[src/rtl/pc_vec_stage.sv]
// Program-counter stage with edge-detected, vectorable external interrupts.
// Chooses the next fetch word address from start load, redirects and sequential increment.
module pc_vec_stage #(
  parameter int          NIRQ   = 4,
  parameter int          CW     = 4,
  parameter logic [29:0] RST_PC = 30'h0
) (
  input  logic            clk,
  input  logic            rst_n,
  input  logic            cpu_start,
  input  logic            cpu_stat_pc,
  input  logic [31:2]     cpu_start_adr,
  input  logic            csr_rmie,
  input  logic [NIRQ-1:0] irq_in,
  input  logic [NIRQ-1:0] irq_en,
  input  logic            g_exception,
  input  logic            ecall_condition_ex,
  input  logic            jmp_condition_ex,
  input  logic            cmd_mret_ex,
  input  logic            cmd_sret_ex,
  input  logic [31:2]     jmp_adr_ex,
  input  logic [31:2]     csr_mtvec_ex,
  input  logic [31:2]     csr_mepc_ex,
  input  logic [31:2]     csr_sepc_ex,
  input  logic            tvec_mode,
  output logic [31:2]     pc,
  output logic [31:2]     pc_excep,
  output logic [NIRQ-1:0] irq_pending,
  output logic            irq_taken,
  output logic [CW-1:0]   irq_cause,
  output logic            interrupts_in_pc_state
);

  logic [29:0]     pc_q, pc_d;
  logic [29:0]     pc_ecall_q, pc_ecall_d;
  logic            adr_ld_q, adr_ld_d;
  logic [NIRQ-1:0] irq_d_q;
  logic [NIRQ-1:0] pend_q, pend_d;
  logic            taken_q, taken_d;
  logic [CW-1:0]   cause_q, cause_d;

  logic [NIRQ-1:0] rise_s, active_s, clr_s;
  logic [CW-1:0]   sel_s;
  logic            irq_req_s, exc_req_s, irq_win_s;
  logic [29:0]     pc_inc_s, irq_tgt_s;

  assign rise_s    = irq_in & ~irq_d_q;
  assign active_s  = pend_q & irq_en;
  assign irq_req_s = (|active_s) & csr_rmie;
  assign exc_req_s = ecall_condition_ex | (g_exception & csr_rmie);
  assign pc_inc_s  = pc_q + 30'd1;
  // An interrupt only wins when nothing of higher priority claims this PC state.
  assign irq_win_s = cpu_stat_pc & ~adr_ld_q & irq_req_s & ~exc_req_s;
  assign irq_tgt_s = tvec_mode ? (csr_mtvec_ex + 30'(sel_s) + 30'd1) : csr_mtvec_ex;
  assign clr_s     = irq_win_s ? (NIRQ'(1'b1) << sel_s) : {NIRQ{1'b0}};

  // Lowest-index active channel; scanning downward lets the lowest overwrite last.
  always_comb begin
    sel_s = {CW{1'b0}};
    for (int i = NIRQ - 1; i >= 0; i--) begin
      sel_s = active_s[i] ? CW'(i) : sel_s;
    end
  end

  // Next-state selection for pc, latches and interrupt bookkeeping.
  always_comb begin
    pc_d       = pc_q;
    adr_ld_d   = adr_ld_q;
    pc_ecall_d = pc_ecall_q;
    cause_d    = cause_q;
    if (cpu_stat_pc) begin
      adr_ld_d = 1'b0;
      if (adr_ld_q) begin
        pc_d = cpu_start_adr;
      end else if (exc_req_s) begin
        pc_d = csr_mtvec_ex;
      end else if (irq_req_s) begin
        pc_d = irq_tgt_s;
      end else if (cmd_mret_ex) begin
        pc_d = csr_mepc_ex;
      end else if (cmd_sret_ex) begin
        pc_d = csr_sepc_ex;
      end else if (jmp_condition_ex) begin
        pc_d = jmp_adr_ex;
      end else begin
        pc_d = pc_inc_s;
      end
      if (ecall_condition_ex) begin
        pc_ecall_d = pc_inc_s;
      end else begin
        pc_ecall_d = pc_ecall_q;
      end
    end else if (cpu_start) begin
      adr_ld_d = 1'b1;
    end else begin
      adr_ld_d = adr_ld_q;
    end
    if (irq_win_s) begin
      cause_d = sel_s;
    end else begin
      cause_d = cause_q;
    end
    pend_d  = (pend_q & ~clr_s) | rise_s;
    taken_d = irq_win_s;
  end

  // State registers with asynchronous clear.
  always_ff @(posedge clk or negedge rst_n) begin
    if (!rst_n) begin
      pc_q       <= RST_PC;
      pc_ecall_q <= 30'h0;
      adr_ld_q   <= 1'b0;
      irq_d_q    <= {NIRQ{1'b0}};
      pend_q     <= {NIRQ{1'b0}};
      taken_q    <= 1'b0;
      cause_q    <= {CW{1'b0}};
    end else begin
      pc_q       <= pc_d;
      pc_ecall_q <= pc_ecall_d;
      adr_ld_q   <= adr_ld_d;
      irq_d_q    <= irq_in;
      pend_q     <= pend_d;
      taken_q    <= taken_d;
      cause_q    <= cause_d;
    end
  end

  assign pc                     = pc_q;
  assign irq_pending            = pend_q;
  assign irq_taken              = taken_q;
  assign irq_cause              = cause_q;
  assign interrupts_in_pc_state = (|pend_q) & cpu_stat_pc;
  assign pc_excep = (ecall_condition_ex & ~irq_req_s) ? pc_ecall_q :
                    jmp_condition_ex ? jmp_adr_ex : pc_inc_s;

endmodule

[config.mk]
export PLATFORM = sky130hd
export DESIGN_NAME = pc_vec_stage
export DESIGN_NICKNAME = d
export VERILOG_FILES = /design/src/rtl/pc_vec_stage.sv
export SDC_FILE = /design/constraint.sdc
export NUM_CORES = 1
export LEC_CHECK = 0
export CAP_MARGIN = 20
export CORE_MARGIN = 2
export CORE_UTILIZATION = 25
export CTS_BUF_LIST = sky130_fd_sc_hd__clkbuf_16
export CTS_CLUSTER_SIZE = 16
export DETAILED_ROUTE_END_ITERATION = 10
export PLACE_DENSITY = 0.6
export SYNTH_ARGS = -nofsm -noshare
export SYNTH_HDL_FRONTEND = slang
export SYNTH_SLANG_ARGS = --single-unit
export TNS_END_PERCENT = 50
[constraint.sdc]
create_clock -name clk -period 3 [get_ports clk]
set_input_delay 0.6 -clock clk [delete_from_list [all_inputs] [get_ports clk]]
set_output_delay 0.6 -clock clk [all_outputs]
set_load 0.1 [all_outputs]
==> flow_summary_export.csv <==
group,metric,value,unit
worst_setup_path,r2r_cells,13,
sta,fin_ws,-0.1340,ns
floorplan,fp.coreArea,24320,um2
power,finalPower,5.409,mW
worst_setup_path,r2r-end,"pc[30]$_DFFE_PN0P_",
grt,grt_pass1_vias,7815,
logic_synthesis,yosysTopAreaCell,"dfrtp_1",
grt,grt_overflow,0,
grt,grt_pass1_wl,48.29,mm
worst_setup_path,cp_max_fo,6,
sta,fin_skew,0.01352,ns
logic_synthesis,yosys_warnings,0,
cells_and_area,seq_area,1892,um2
cells_and_area,final_layout_size_suffix_gt1_share,29.31,%
placement,dp_cells,1436,
grt,antenna_found_initial,0,
drt,vias_per_cell,5.416,
logic_synthesis,synth_top_area_share,29.01,%
power,p_seq_share,24.8,%
logic_synthesis,syn_inst,840,
cells_and_area,antenna_cells,0,
logic_synthesis,synth_async_sr_flop_share,100.0,%
sta,finalHoldViolCount,0,
min_path,hp-class,"input pin to async pin",
floorplan,start_util,25.53,%
floorplan,die_w,161.6,um
placement,port_buffers,236,
sta,report.final.slew_viol_count,0,
power,power.share.combinational,54.7,%
clock_network,cts_buffers,9,
drt,drc,0,
cells_and_area,fillCellCount,2341,
grt,groute.usage.overall,24.48,%
clock_network,clkTransAtPathRegs,0.07,ns
sta,rsz0062_at_grt,"true",
worst_setup_path,reg2reg_from,"irq_pending[2]$_DFF_PN0_",
clock_network,clock_sinks,72,
floorplan,core.rowCount,57,
floorplan,ioPinCount,239,
placement,dp.final_hpwl,25.38,mm
clock_network,cts_hold_buffers,0,
worst_setup_path,worst_setup_path_start_kind,"flip-flop",
drt,wl,32.55,mm
sta,fin_crit_sh,104.5,%
logic_synthesis,ys_seq_elements,72,
power,power.density,485.8,nW/um2
sta,worstMarginPinSlew,0.6897,ns
cells_and_area,multi_input_area,4726,um2
logic_synthesis,ys.flop_type,"dfrtp_1",
logic_synthesis,syn-mean-instance-area,7.393,um2
clock_network,cts-htree-levels,3,
cells_and_area,layout.nets,1329,
status,violations,"negative setup slack",
cells_and_area,syn_to_final_growth,79.33,%
logic_synthesis,synth_area,6210,um2
status,outcome,"finished, violations left",
logic_synthesis,synthTopCellsByArea,"dfrtp_1 (29%), nand2_1 (8.0%), o21ai_0 (6.7%), a21oi_1 (4.7%), nor2_1 (4.0%)",
drt,dr.first_iter.drc_count,812,
worst_setup_path,cp.required,2.40,ns
worst_setup_path,crit_type,"flip-flop to primary output",
worst_setup_path,end_kind,"primary output",
power,p_sw_share,47.24,%
power,irDropWorstVdd,0.0003441,V
sta,setup_viol,9,
drt,vias,8037,
power,leakage,4.558,nW
clock_network,clk_latency,0.36,ns
clock_network,clock_path_buffers,2,
clock_network,cts_tree,"built",
cells_and_area,final_cells,1484,
floorplan,design.die.area,26120,um2
sta,timing.fmax,319.1,MHz
worst_setup_path,crit_start,"pc[3]$_DFFE_PN0P_",
power,p_clk_share,20.6,%
grt,grt_max_degree,48,
floorplan,fp.dieH,161.6,um
drt,dr.pass1.iters,8,
clock_network,cts-root-buf,"clkbuf_16",
sta,min_period,3.134,ns
worst_setup_path,r2r_setup_slack,0.15,ns
logic_synthesis,synth-edff-count,0,
drt,ant_nets,0,
sta,max-slew-margin-rel,54.02,%
power,intPower,2.854,mW
worst_setup_path,arrival,2.53,ns
logic_synthesis,synth_cell_types,73,
placement,finalWeightedCongestion,0.9091,
power,netSwitchingPower,2.556,mW
run,drv_cap,0,
logic_synthesis,seq_area_frac_synth,29.01,%
drt,routedWlPerCell,21.94,um
## timing repair
item                                    in CTS  in global routing
endpoints found under the setup margin      38                 37
buffers inserted                            17                 13
resized for setup                           36                 26
pin swaps                                   16                 17
gates cloned                                 3                  1
## cells in the final DEF (no fill, tap or decap), types with 11 or more instances in the layout
master | Yosys | layout
xor2_1 | 15 | 12
nand3_1 | 23 | 19
nand3b_1 | 13 | 13
buf_4 | 2 | 153
o21ai_0 | 83 | 71
buf_12 | 0 | 39
inv_1 | 19 | 19
o21ai_4 | 0 | 13
nand4_1 | 17 | 17
dfrtp_1 | 72 | 42
nand2b_1 | 15 | 15
o211ai_1 | 13 | 13
nor3_1 | 22 | 19
xnor2_1 | 17 | 12
and3_1 | 19 | 19
mux2i_1 | 14 | 11
clkdlybuf4s50_1 | 0 | 162
nand2_1 | 133 | 126
a21oi_1 | 58 | 47
nor2_1 | 66 | 63
dfrtp_4 | 0 | 21
## power groups by stage
stage                     sequential [mW]  clock [mW]  combinational, mW
after global routing                 1.36        1.17               3.08
after CTS                            1.33        1.13               2.90
final                                1.34        1.11               2.96
after detailed placement             1.35           0               2.81
after floorplan                      1.79           0               1.24
after global placement               1.34           0               2.80
## cell usage after synthesis, types with 14 or more instances
cell,number
o21ai_0,83
a21oi_1,58
xor2_1,15
clkbuf_1,47
nand2_1,133
nand3_1,23
nand4_1,17
nor3_1,22
and3_1,19
xnor2_1,17
inv_1,19
mux2i_1,14
nand2b_1,15
nor2_1,66
dfrtp_1,72
## cells by family after synthesis
logic type,share of synthesized area (%)
XOR/XNOR,4.513
buffers and inverters,5.460
adder cells (fa/ha/maj),0.9269
AO/OA/AOI/OAI,29.30
multiplexers,2.982
flip-flops,29.01
other,0.06039
AND/OR/NAND/NOR,27.75
## metrics by stage
stage	area [um2]	hold WS [ns]	util [%]	setup slack, ns	TNS, ns
floorplan	6751	0.3044	-	-0.2246	-1.216
global placement	10250	0.4013	42.15	-0.4780	-13.88
detailed placement	10250	0.4318	42.15	-0.4954	-15.37
CTS	10880	0.2893	44.72	-0.1051	-0.4371
global route	11140	0.3017	45.79	-0.1901	-1.781
finish	11140	0.2645	45.79	-0.1340	-0.6726
## sequential cells by signal (all words and copies together) (netlist names)
| name | flops |
|---|---|
| adr_ld_q | 1 |
| irq_cause | 2 |
| irq_d_q | 4 |
| irq_pending | 4 |
| irq_taken | 1 |
| pc | 30 |
| pc_ecall_q | 30 |
## worst max-delay path, stage by stage (launching register included)
cell	delay [ns]
dfrtp_4	0.46
buf_6	0.11
nand4_1	0.10
buf_6	0.16
or3_4	0.39
nor4_4	0.16
xor2_1	0.25
mux2i_1	0.16
a21oi_4	0.18
buf_12	0.19
## layout make-up
| class | count | area share (%) |
|---|---|---|
| tap | 324 | 3.640 |
| sequential | 72 | 16.99 |
| multi-input combinational | 685 | 42.44 |
| timing repair buffer | 368 | 33.70 |
| inverter | 20 | 0.6742 |
| clock buffer | 9 | 2.022 |
| clock inverter | 6 | 0.5393 |
## worst max path at each step
stage                         end  slack (ns)  cells past startpoint
5_1_grt              pc_excep[31]       -0.19                      8
3_3_place_gp   pc[30]$_DFFE_PN0P_       -0.48                     14
4_1_cts              pc_excep[27]       -0.11                      7
3_5_place_dp   pc[30]$_DFFE_PN0P_       -0.50                     14
2_1_floorplan        pc_excep[22]       -0.22                      7
6_report             pc_excep[27]       -0.13                      9
## per-layer routing
layer  global-route usage, %  routed length [um]
met1                   33.50               14210
met3                   6.959                3100
met4                   5.317                 694
met5                       0                   0
met2                   38.38               14550
Power figures use the tool's default switching activity.
